--- src/rtl/vga_capture.sv ---
// vga_capture: receive side of the VGA display path.
// Samples HS/VS/RGB on the pixel clock, recovers pixel position from the sync edges,
// thresholds each active pixel to one bit and writes it into a WIDTH x HEIGHT bitmap store.
//
// Ports:
//   CLK          pixel clock
//   CPU_RESETN   synchronous reset, active high (despite the name)
//   VGA_HS/VS    sync inputs, active low
//   VGA_R/G/B    3-bit colour inputs
//   capture_en   level; 1 = capture frames continuously
//   pix_we       bitmap write strobe
//   pix_addr     row*WIDTH+col of the write, holds when pix_we=0
//   pix_data     thresholded pixel
//   frame_done   one-cycle pulse after the last pixel of a frame is written
//   busy         1 while waiting for VS or capturing a frame
//   sync_err     sticky line-length / frame-restart error
module vga_capture #(
  parameter int unsigned WIDTH  = 9,
  parameter int unsigned HEIGHT = 9,
  parameter int unsigned HBP    = 144,
  parameter int unsigned VBP    = 31,
  parameter int unsigned HTOTAL = 800,
  parameter int unsigned THRESH = 11,
  parameter int unsigned ADDR_W = 7
) (
  input  logic              CLK,
  input  logic              CPU_RESETN,
  input  logic              VGA_HS,
  input  logic              VGA_VS,
  input  logic [2:0]        VGA_R,
  input  logic [2:0]        VGA_G,
  input  logic [2:0]        VGA_B,
  input  logic              capture_en,
  output logic              pix_we,
  output logic [ADDR_W-1:0] pix_addr,
  output logic              pix_data,
  output logic              frame_done,
  output logic              busy,
  output logic              sync_err
);

  typedef enum logic [1:0] {StIdle, StWaitVs, StFrame, StDone} state_e;

  localparam logic [9:0] PosMax = 10'h3ff;
  localparam logic [9:0] XLo    = 10'(HBP);
  localparam logic [9:0] XHi    = 10'(HBP + WIDTH);
  localparam logic [9:0] YLo    = 10'(VBP);
  localparam logic [9:0] YHi    = 10'(VBP + HEIGHT);
  localparam logic [9:0] XLast  = 10'(HBP + WIDTH - 1);
  localparam logic [9:0] YLast  = 10'(VBP + HEIGHT - 1);
  localparam logic [9:0] XEnd   = 10'(HTOTAL - 1);

  state_e state_q, state_d;

  logic       s1_hs, s1_vs, s2_hs, s2_vs;
  logic [2:0] s1_r, s1_g, s1_b;
  logic       hs_fall, vs_fall;

  logic [9:0] x_q, x_d, y_q, y_d;
  logic       vs_pend_q, vs_pend_d;   // VS fell, y resets on the next HS fall
  logic       first_hs_q, first_hs_d; // next HS fall is exempt from the length check
  logic       sync_err_d;
  logic       in_win, last_pix, we_d, bit_d;
  logic [4:0] sum;
  logic [ADDR_W-1:0] addr_d;

  assign hs_fall = ~s1_hs & s2_hs;
  assign vs_fall = ~s1_vs & s2_vs;
  assign busy    = (state_q == StWaitVs) || (state_q == StFrame);

  // Position of the pixel currently in s1.
  always_comb begin
    x_d       = x_q;
    y_d       = y_q;
    vs_pend_d = vs_pend_q;
    if (hs_fall) begin
      x_d = '0;
      if (vs_fall || vs_pend_q) begin
        y_d = '0;
      end else if (y_q != PosMax) begin
        y_d = y_q + 10'd1;
      end
      vs_pend_d = 1'b0;
    end else begin
      if (x_q != PosMax) x_d = x_q + 10'd1;
      if (vs_fall) vs_pend_d = 1'b1;
    end
  end

  always_comb begin
    in_win   = (x_d >= XLo) && (x_d < XHi) && (y_d >= YLo) && (y_d < YHi);
    last_pix = (x_d == XLast) && (y_d == YLast);
    addr_d   = ADDR_W'(y_d - YLo) * ADDR_W'(WIDTH) + ADDR_W'(x_d - XLo);
    sum      = {2'b00, s1_r} + {2'b00, s1_g} + {2'b00, s1_b};
    bit_d    = (sum >= 5'(THRESH));
  end

  always_comb begin
    state_d    = state_q;
    we_d       = 1'b0;
    sync_err_d = sync_err;
    first_hs_d = first_hs_q;
    unique case (state_q)
      StIdle: begin
        if (capture_en) begin
          state_d    = StWaitVs;
          sync_err_d = 1'b0;
          first_hs_d = 1'b1;
        end
      end
      StWaitVs: begin
        if (!capture_en) begin
          state_d = StIdle;
        end else if (vs_fall) begin
          state_d = StFrame;
        end
      end
      StFrame: begin
        if (!capture_en) begin
          state_d = StIdle;
        end else if (in_win) begin
          we_d = 1'b1;
          if (last_pix) state_d = StDone;
        end
      end
      StDone: state_d = StIdle;
      default: state_d = StIdle;
    endcase
    if (busy && hs_fall) begin
      if (!first_hs_q && (x_q != XEnd)) sync_err_d = 1'b1;
      first_hs_d = 1'b0;
    end
    // A new VS inside a frame means the source restarted; y resets via vs_pend.
    if ((state_q == StFrame) && vs_fall) sync_err_d = 1'b1;
  end

  always_ff @(posedge CLK) begin
    if (CPU_RESETN) begin
      state_q    <= StIdle;
      s1_hs      <= 1'b1;
      s1_vs      <= 1'b1;
      s2_hs      <= 1'b1;
      s2_vs      <= 1'b1;
      s1_r       <= '0;
      s1_g       <= '0;
      s1_b       <= '0;
      x_q        <= PosMax;
      y_q        <= PosMax;
      vs_pend_q  <= 1'b0;
      first_hs_q <= 1'b0;
      sync_err   <= 1'b0;
      pix_we     <= 1'b0;
      pix_addr   <= '0;
      pix_data   <= 1'b0;
      frame_done <= 1'b0;
    end else begin
      state_q    <= state_d;
      s1_hs      <= VGA_HS;
      s1_vs      <= VGA_VS;
      s2_hs      <= s1_hs;
      s2_vs      <= s1_vs;
      s1_r       <= VGA_R;
      s1_g       <= VGA_G;
      s1_b       <= VGA_B;
      x_q        <= x_d;
      y_q        <= y_d;
      vs_pend_q  <= vs_pend_d;
      first_hs_q <= first_hs_d;
      sync_err   <= sync_err_d;
      pix_we     <= we_d;
      if (we_d) begin
        pix_addr <= addr_d;
        pix_data <= bit_d;
      end
      frame_done <= (state_q == StDone);
    end
  end

endmodule

--- config.mk ---
export PLATFORM = sky130hd
export DESIGN_NAME = vga_capture
export DESIGN_NICKNAME = d
export VERILOG_FILES = /design/src/rtl/vga_capture.sv
export SDC_FILE = /design/constraint.sdc
export NUM_CORES = 1
export LEC_CHECK = 0
export CORE_UTILIZATION = 53
export DETAILED_ROUTE_END_ITERATION = 8
export PLACE_DENSITY_LB_ADDON = 0.08
export SYNTH_ARGS = -nofsm -noshare
export SYNTH_HDL_FRONTEND = slang
export SYNTH_SLANG_ARGS = --single-unit
--- constraint.sdc ---
create_clock -name CLK -period 5.96 [get_ports CLK]
set_input_delay 0.596 -clock CLK [delete_from_list [all_inputs] [get_ports CLK]]
set_output_delay 0.596 -clock CLK [all_outputs]
set_load 0.02 [all_outputs]
==> qor.yml, run 1 <==
die_w_microns: 77.98
globalplace.congestion: 0.9636
cts_root_buffer: "clkbuf_8"
syn_area_sq_um: 3059
antenna_found_initial: 0
layout_min_cycle_time_ns: 5.419
end_kind: "flop"
synth-edff-count: 0
post_cts_buffers: 0
n_antenna_cell: 0
drt-total-wl_microns: 6482
dp_hpwl_microns: 4697
finalSetupTns_ns: 0
gr-total-overflow: 0
p_per_area_nw_per_um2: 442.6
status: "finished clean"
start_util_pct: 55.22
syn2layout_area_growth_pct: 13.54
period_share_pct: 90.92
synth-seq-cells: 48
viasPerCell: 5.965
vias: 2529
p_leak_nw: 1.463
finalClockSkew_ns: 0.006537
place_ws_ns: 0.4573
cts_buffers: 5
ant_nets: 0
worstPathMaxFanout: 6
timing.fmax_ghz: 0.1846
drive_gt1_share_pct: 9.375
ys_types: 60
synth_nets: 381
insertion_delay_ns: 0.30
clockBufferDepth: 2
arrival_ns: 5.64
drt-initial-drc-count: 255
dieHeight_microns: 77.98
dieArea_sq_um: 6080
slew-limit-headroom_pct: 58.17
ios: 26
final_cell_area_sq_um: 3473
start_kind: "flop"
peakVddDrop_v: 0.0007713
final_max_slew_viol_count: 0
dpl-instance-area_sq_um: 3341
grt_pass1_vias: 2170
rsz0062_at_grt: "false"
wl_per_cell_microns: 15.29
cts_tree: "done"
ys_async_sr_fraction_pct: 0
syn_avg_cell_area_sq_um: 9.159
power.total_mw: 1.537
critPathKind: "reg2reg"
grt_pass1_wl_microns: 10630
p_sw_share_pct: 37.68
setup_slack_ns: 0.5414
switching_power_mw: 0.5792
dr.pass1.iters: 4
core_sq_um: 5540
htree_levels: 2
setup_violations: 0
synth_top_flop_cell: "dfxtp_1"
drc: 0
synthesis.instances: 334
combPwrFrac_pct: 58.2
track_usage_pct: 22.11
cap_violations: 0
path_clk_slew_ns: 0.09
clkPwrFrac_pct: 16.6
hold_viol: 0
required_ns: 6.18
fin_nets: 398
hold_path.class: "reg2reg"
p_int_mw: 0.9581
cts.sinks: 48
yosys_warnings: 0
rows: 27
grt_max_degree: 36
synth_seq_area_share_pct: 31.41
worst_hold_slack_ns: 0.4521
portBuffers: 25
seq_power_share_pct: 25.2
tightest_slew_ns: 0.6262
cells in the mapped netlist, types with 3 or more instances:
master | count | area [sq um]
a211oi_1 | 7 | 52.55
a21oi_1 | 15 | 75.07
a311oi_1 | 4 | 35.03
a31oi_1 | 5 | 31.28
a41oi_1 | 3 | 26.28
and2_1 | 3 | 18.77
and3_1 | 4 | 25.02
and4_1 | 5 | 43.79
buf_2 | 8 | 40.04
clkbuf_1 | 8 | 30.03
dfxtp_1 | 48 | 960.9
fa_1 | 8 | 160.2
ha_1 | 25 | 312.8
inv_1 | 20 | 75.07
mux2i_1 | 8 | 80.08
nand2_1 | 19 | 71.32
nand3_1 | 9 | 45.04
nand4_1 | 6 | 37.54
nor2_1 | 19 | 71.32
nor2b_1 | 12 | 75.07
nor3_1 | 6 | 30.03
o21ai_0 | 6 | 30.03
o311ai_0 | 3 | 26.28
o31ai_1 | 3 | 22.52
or2_2 | 14 | 87.58
xnor2_1 | 11 | 96.34
xor2_1 | 4 | 35.03
placed cells by master (no fill, tap or decap), types with 3 or more instances in the layout:
cell type / synthesis / final
nor2_1: 19 / 19
a21oi_1: 15 / 15
mux2i_1: 8 / 8
clkbuf_8: 0 / 7
xor2_1: 4 / 4
inv_1: 20 / 20
dfxtp_1: 48 / 48
nor3_1: 6 / 6
a311oi_1: 4 / 4
a41oi_1: 3 / 3
a211oi_1: 7 / 7
ha_1: 25 / 25
fa_1: 8 / 8
nor2b_1: 12 / 12
nand2_1: 19 / 19
or2_2: 14 / 14
nand4_1: 6 / 6
o31ai_1: 3 / 3
o311ai_0: 3 / 3
o21ai_0: 6 / 6
buf_4: 2 / 4
and4_1: 5 / 5
a31oi_1: 5 / 5
and2_1: 3 / 3
nand3_1: 9 / 9
xnor2_1: 11 / 11
clkdlybuf4s50_1: 0 / 25
and3_1: 4 / 4
power by group through the flow:
stage	Combinational [mW]	Sequential (mW)	Clock, mW
3_3_place_gp	0.880	0.393	0
5_1_grt	1.02	0.393	0.275
6_report	0.894	0.388	0.255
3_5_place_dp	0.897	0.394	0
4_1_cts	0.902	0.387	0.264
2_1_floorplan	0.762	0.379	0
kinds of logic (layout without fill, tap and decap cells):
kind of cell / after synthesis / after routing / synth area share, %
adders and majority gates: 33 / 33 / 15.46
buffers and inverters: 39 / 57 / 5.358
xor gates and xnor gates: 17 / 17 / 5.767
DFF: 48 / 48 / 31.41
AOI/OAI and AO/OA: 73 / 73 / 17.71
and+or+nand+nor: 116 / 116 / 21.68
muxes: 8 / 8 / 2.618
metrics by stage:
step                      std cells  utilization, %
final                           424           62.69
after global routing            424           62.69
after CTS                       424           62.58
after detailed placement        416           60.30
after global placement          416           60.30
after floorplan                 334               -
final timing paths:
| kind | startpoint | end | slack [ns] | cells after the start |
|---|---|---|---|---|
| max reg2reg | y_q[0]$_SDFF_PP1_ | pix_addr[6]$_SDFFE_PP0P_ | 0.54 | 20 |
| min reg2reg | s1_vs$_SDFF_PP1_ | s2_vs$_SDFF_PP1_ | 0.45 | 1 |
| min | s1_vs$_SDFF_PP1_ | s2_vs$_SDFF_PP1_ | 0.45 | 1 |
| max | y_q[0]$_SDFF_PP1_ | pix_addr[6]$_SDFFE_PP0P_ | 0.54 | 20 |
state kept, by name, indices dropped and copies added, names as in the netlist:
register    count
sync_err        1
first_hs_q      1
state_q         2
pix_addr        7
s1_b            3
pix_we          1
y_q            10
vs_pend_q       1
s1_r            3
s2_hs           1
pix_data        1
frame_done      1
s1_hs           1
s1_vs           1
x_q            10
s1_g            3
s2_vs           1
metal layers:
metal	vias to the layer above	part of all wire, %	track usage [%]
li1	1247	-	-
met1	1192	46	30.69
met2	81	48	34.60
met3	9	5.0	3.647
met4	0	1.5	7.778
met5	-	0	0
worst max-delay path, cell delays in order, from the launching register on:
cell and delay [ns]:
dfxtp_1 0.43, ha_1 0.26, nand4_1 0.17, o31ai_1 0.47, nand2_1 0.10, a21oi_1 0.20
ha_1 0.26, nor4b_2 0.34, nand2_1 0.12, xnor2_1 0.16, ha_1 0.27, ha_1 0.30
fa_1 0.49, ha_1 0.35, a21o_1 0.17, a21oi_1 0.16, xnor2_1 0.13, xnor3_1 0.41
xnor3_1 0.19, xor2_1 0.17, a211oi_1 0.20
area by class of cell:
type | count | area (sq um)
tap | 72 | 90.09
inverter | 20 | 75.07
clock inverter | 1 | 30.03
timing repair buffer | 29 | 280.3
sequential | 48 | 960.9
multi-input combinational | 247 | 1941
fill | 489 | 2067
clock buffer | 7 | 96.34
repair_timing:
| action | CTS | global route |
|---|---|---|
| resized for setup | 0 | 1 |
| hold buffers | 0 | 0 |
| endpoints found under the setup margin | 0 | 1 |
(Power assumes the default switching activity.)
==> run 2, diff against run 1 <==
--- a/config.mk
+++ b/config.mk
@@ -8,6 +8,7 @@
 export CORE_UTILIZATION = 53
 export DETAILED_ROUTE_END_ITERATION = 8
 export PLACE_DENSITY_LB_ADDON = 0.08
+export REMOVE_ABC_BUFFERS = 1
 export SYNTH_ARGS = -nofsm -noshare
 export SYNTH_HDL_FRONTEND = slang
 export SYNTH_SLANG_ARGS = --single-unit
==> qor.yml, run 2 (synthesis gave the netlist of run 1 again) <==
status: "finished clean"
dr.pass1.iters: 5
worstPathMaxFanout: 6
end_kind: "flop"
holdPathStages: 1
die_w_microns: 77.98
hold_end: "s2_vs$_SDFF_PP1_"
cts_root_buffer: "clkbuf_8"
rr_endpoint: "pix_addr[6]$_SDFFE_PP0P_"
clockBufferDepth: 2
gr-total-overflow: 0
switching_power_mw: 0.5826
rrSetupSlack_ns: 0.52
setup_slack_ns: 0.5159
timing.fmax_ghz: 0.1837
p_leak_nw: 1.454
wl_per_cell_microns: 14.94
p_sw_share_pct: 38.32
hp-start: "s1_vs$_SDFF_PP1_"
period_share_pct: 91.34
dp_cells: 416
layout_min_cycle_time_ns: 5.444
core_sq_um: 5540
grt_max_degree: 36
drt-total-wl_microns: 6335
path_cells: "ha_1, nand4_1, o31ai_1, nand2_1, a21oi_1, ha_1, nor4b_2, nand2_1, xnor2_1, ha_1, ha_1, fa_1, ha_1, a21o_1, a21oi_1, xnor2_1, xnor3_1, xnor3_1, xor2_1, a211oi_1"
required_ns: 6.18
critPathKind: "reg2reg"
reg.largest.list: "x_q: 10 flops, y_q: 10 flops, pix_addr: 7 flops"
ios: 26
cts_buffers: 5
arrival_ns: 5.66
antenna_found_initial: 0
finalClockSkew_ns: 0.002874
dieArea_sq_um: 6080
final_cell_area_sq_um: 3455
final_cells: 424
hold_path.class: "reg2reg"
crit_path_frequent_cell: "ha_1"
cts.sinks: 48
fin_nets: 398
track_usage_pct: 23.19
worst_hold_slack_ns: 0.4637
cts_tree: "done"
dpl-instance-area_sq_um: 3341
tightest_slew_ns: 0.6222
multi_input_area_sq_um: 1941
final_common_cell: "dfxtp_1"
p_per_area_nw_per_um2: 440.1
max_stage_delay_ns: 0.49
fillCellCount: 498
rsz0062_at_grt: "false"
p_int_mw: 0.9376
htree_levels: 2
setup_violations: 0
slew-limit-headroom_pct: 58.44
layout_common_cells: "dfxtp_1, ha_1, clkdlybuf4s50_1"
portBuffers: 25
cpMaxStageDelayCell: "fa_1"
syn2layout_area_growth_pct: 12.92
start_kind: "flop"
drt-initial-drc-count: 129
final_max_slew_viol_count: 0
viasPerCell: 5.929
combPwrFrac_pct: 59.4
start_util_pct: 55.22
seq_power_share_pct: 25.4
ant_nets: 0
drc: 0
cap_violations: 0
clkPwrFrac_pct: 15.2
dieHeight_microns: 77.98
grt_pass1_vias: 2435
finalSetupTns_ns: 0
hold_viol: 0
place_ws_ns: 0.4096
globalplace.congestion: 0.9058
rows: 27
path_clk_slew_ns: 0.08
drive_gt1_share_pct: 9.091
peakVddDrop_v: 0.0005766
insertion_delay_ns: 0.30
n_antenna_cell: 0
grt_pass1_wl_microns: 11200
ff2ff_path_depth: 20
r2r-start: "y_q[0]$_SDFF_PP1_"
vias: 2514
dp_hpwl_microns: 4662
register_area_sq_um: 960.9
[run 2: power groups by stage]
| stage | logic (mW) | registers [mW] | clock network (mW) |
|---|---|---|---|
| detailed placement | 0.904 | 0.393 | 0 |
| global placement | 0.888 | 0.393 | 0 |
| floorplan | 0.742 | 0.384 | 0 |
| CTS | 0.912 | 0.385 | 0.238 |
| global route | 1.03 | 0.392 | 0.254 |
| finish | 0.903 | 0.386 | 0.231 |
[run 2: area by class of cell]
| cell class | instances | share of cell area (%) |
|---|---|---|
| flip-flops and latches | 48 | 27.82 |
| clock inverters | 2 | 1.014 |
| well taps | 72 | 2.608 |
| repair buffers | 29 | 8.113 |
| multi-input cells | 247 | 56.18 |
| inverters | 20 | 2.173 |
| clock buffers | 6 | 2.101 |
[run 2: how the worst max path moves through the flow]
stage          slack (ns)                        to  cells past startpoint         startpoint
2_1_floorplan        0.58  pix_addr[6]$_SDFFE_PP0P_                     19   s2_hs$_SDFF_PP1_
3_3_place_gp         0.65  pix_addr[6]$_SDFFE_PP0P_                     20  y_q[0]$_SDFF_PP1_
3_5_place_dp         0.41  pix_addr[6]$_SDFFE_PP0P_                     20  y_q[0]$_SDFF_PP1_
4_1_cts              0.36  pix_addr[6]$_SDFFE_PP0P_                     20  y_q[0]$_SDFF_PP1_
5_1_grt              0.03  pix_addr[6]$_SDFFE_PP0P_                     20  y_q[0]$_SDFF_PP1_
6_report             0.52  pix_addr[6]$_SDFFE_PP0P_                     20  y_q[0]$_SDFF_PP1_
[run 2: timing repair]
action	in CTS	in global routing
hold buffers	0	0
resized for setup	0	1
endpoints found under the setup margin	0	1
setup buffers	0	0
[run 2: through the flow]
| stage | total power [mW] | utilization, % |
|---|---|---|
| 6_report | 1.520 | 62.35 |
| 5_1_grt | 1.680 | 62.35 |
| 4_1_cts | 1.536 | 62.24 |
| 3_5_place_dp | 1.297 | 60.30 |
| 3_3_place_gp | 1.280 | 60.30 |
| 2_1_floorplan | 1.126 | - |
[run 2: metal layers]
| metal | vias to the layer above | part of all wire, % | GRT usage (%) |
|---|---|---|---|
| met3 | 15 | 6.3 | 4.588 |
| met4 | 0 | 2.6 | 10.00 |
| li1 | 1242 | - | - |
| met5 | - | 0 | 0 |
| met1 | 1178 | 47 | 30.38 |
| met2 | 79 | 44 | 36.99 |
[run 2: critical path: cells and delay by family, from the launching register on]
| family | cells | cell delay (ns) |
|---|---|---|
| XOR/XNOR | 5 | 1.06 |
| adder cells (fa/ha/maj) | 6 | 1.93 |
| AO/OA/AOI/OAI | 5 | 1.19 |
| flip-flops | 1 | 0.43 |
| AND/OR/NAND/NOR | 4 | 0.73 |
==> run 3, diff against run 2 <==
--- a/config.mk
+++ b/config.mk
@@ -9,6 +9,7 @@
 export DETAILED_ROUTE_END_ITERATION = 8
 export PLACE_DENSITY_LB_ADDON = 0.08
 export REMOVE_ABC_BUFFERS = 1
+export SKIP_CTS_REPAIR_TIMING = 1
 export SYNTH_ARGS = -nofsm -noshare
 export SYNTH_HDL_FRONTEND = slang
 export SYNTH_SLANG_ARGS = --single-unit
==> results of run 3 <==
The final DEF is identical to that of run 2; final timing and power are the same.
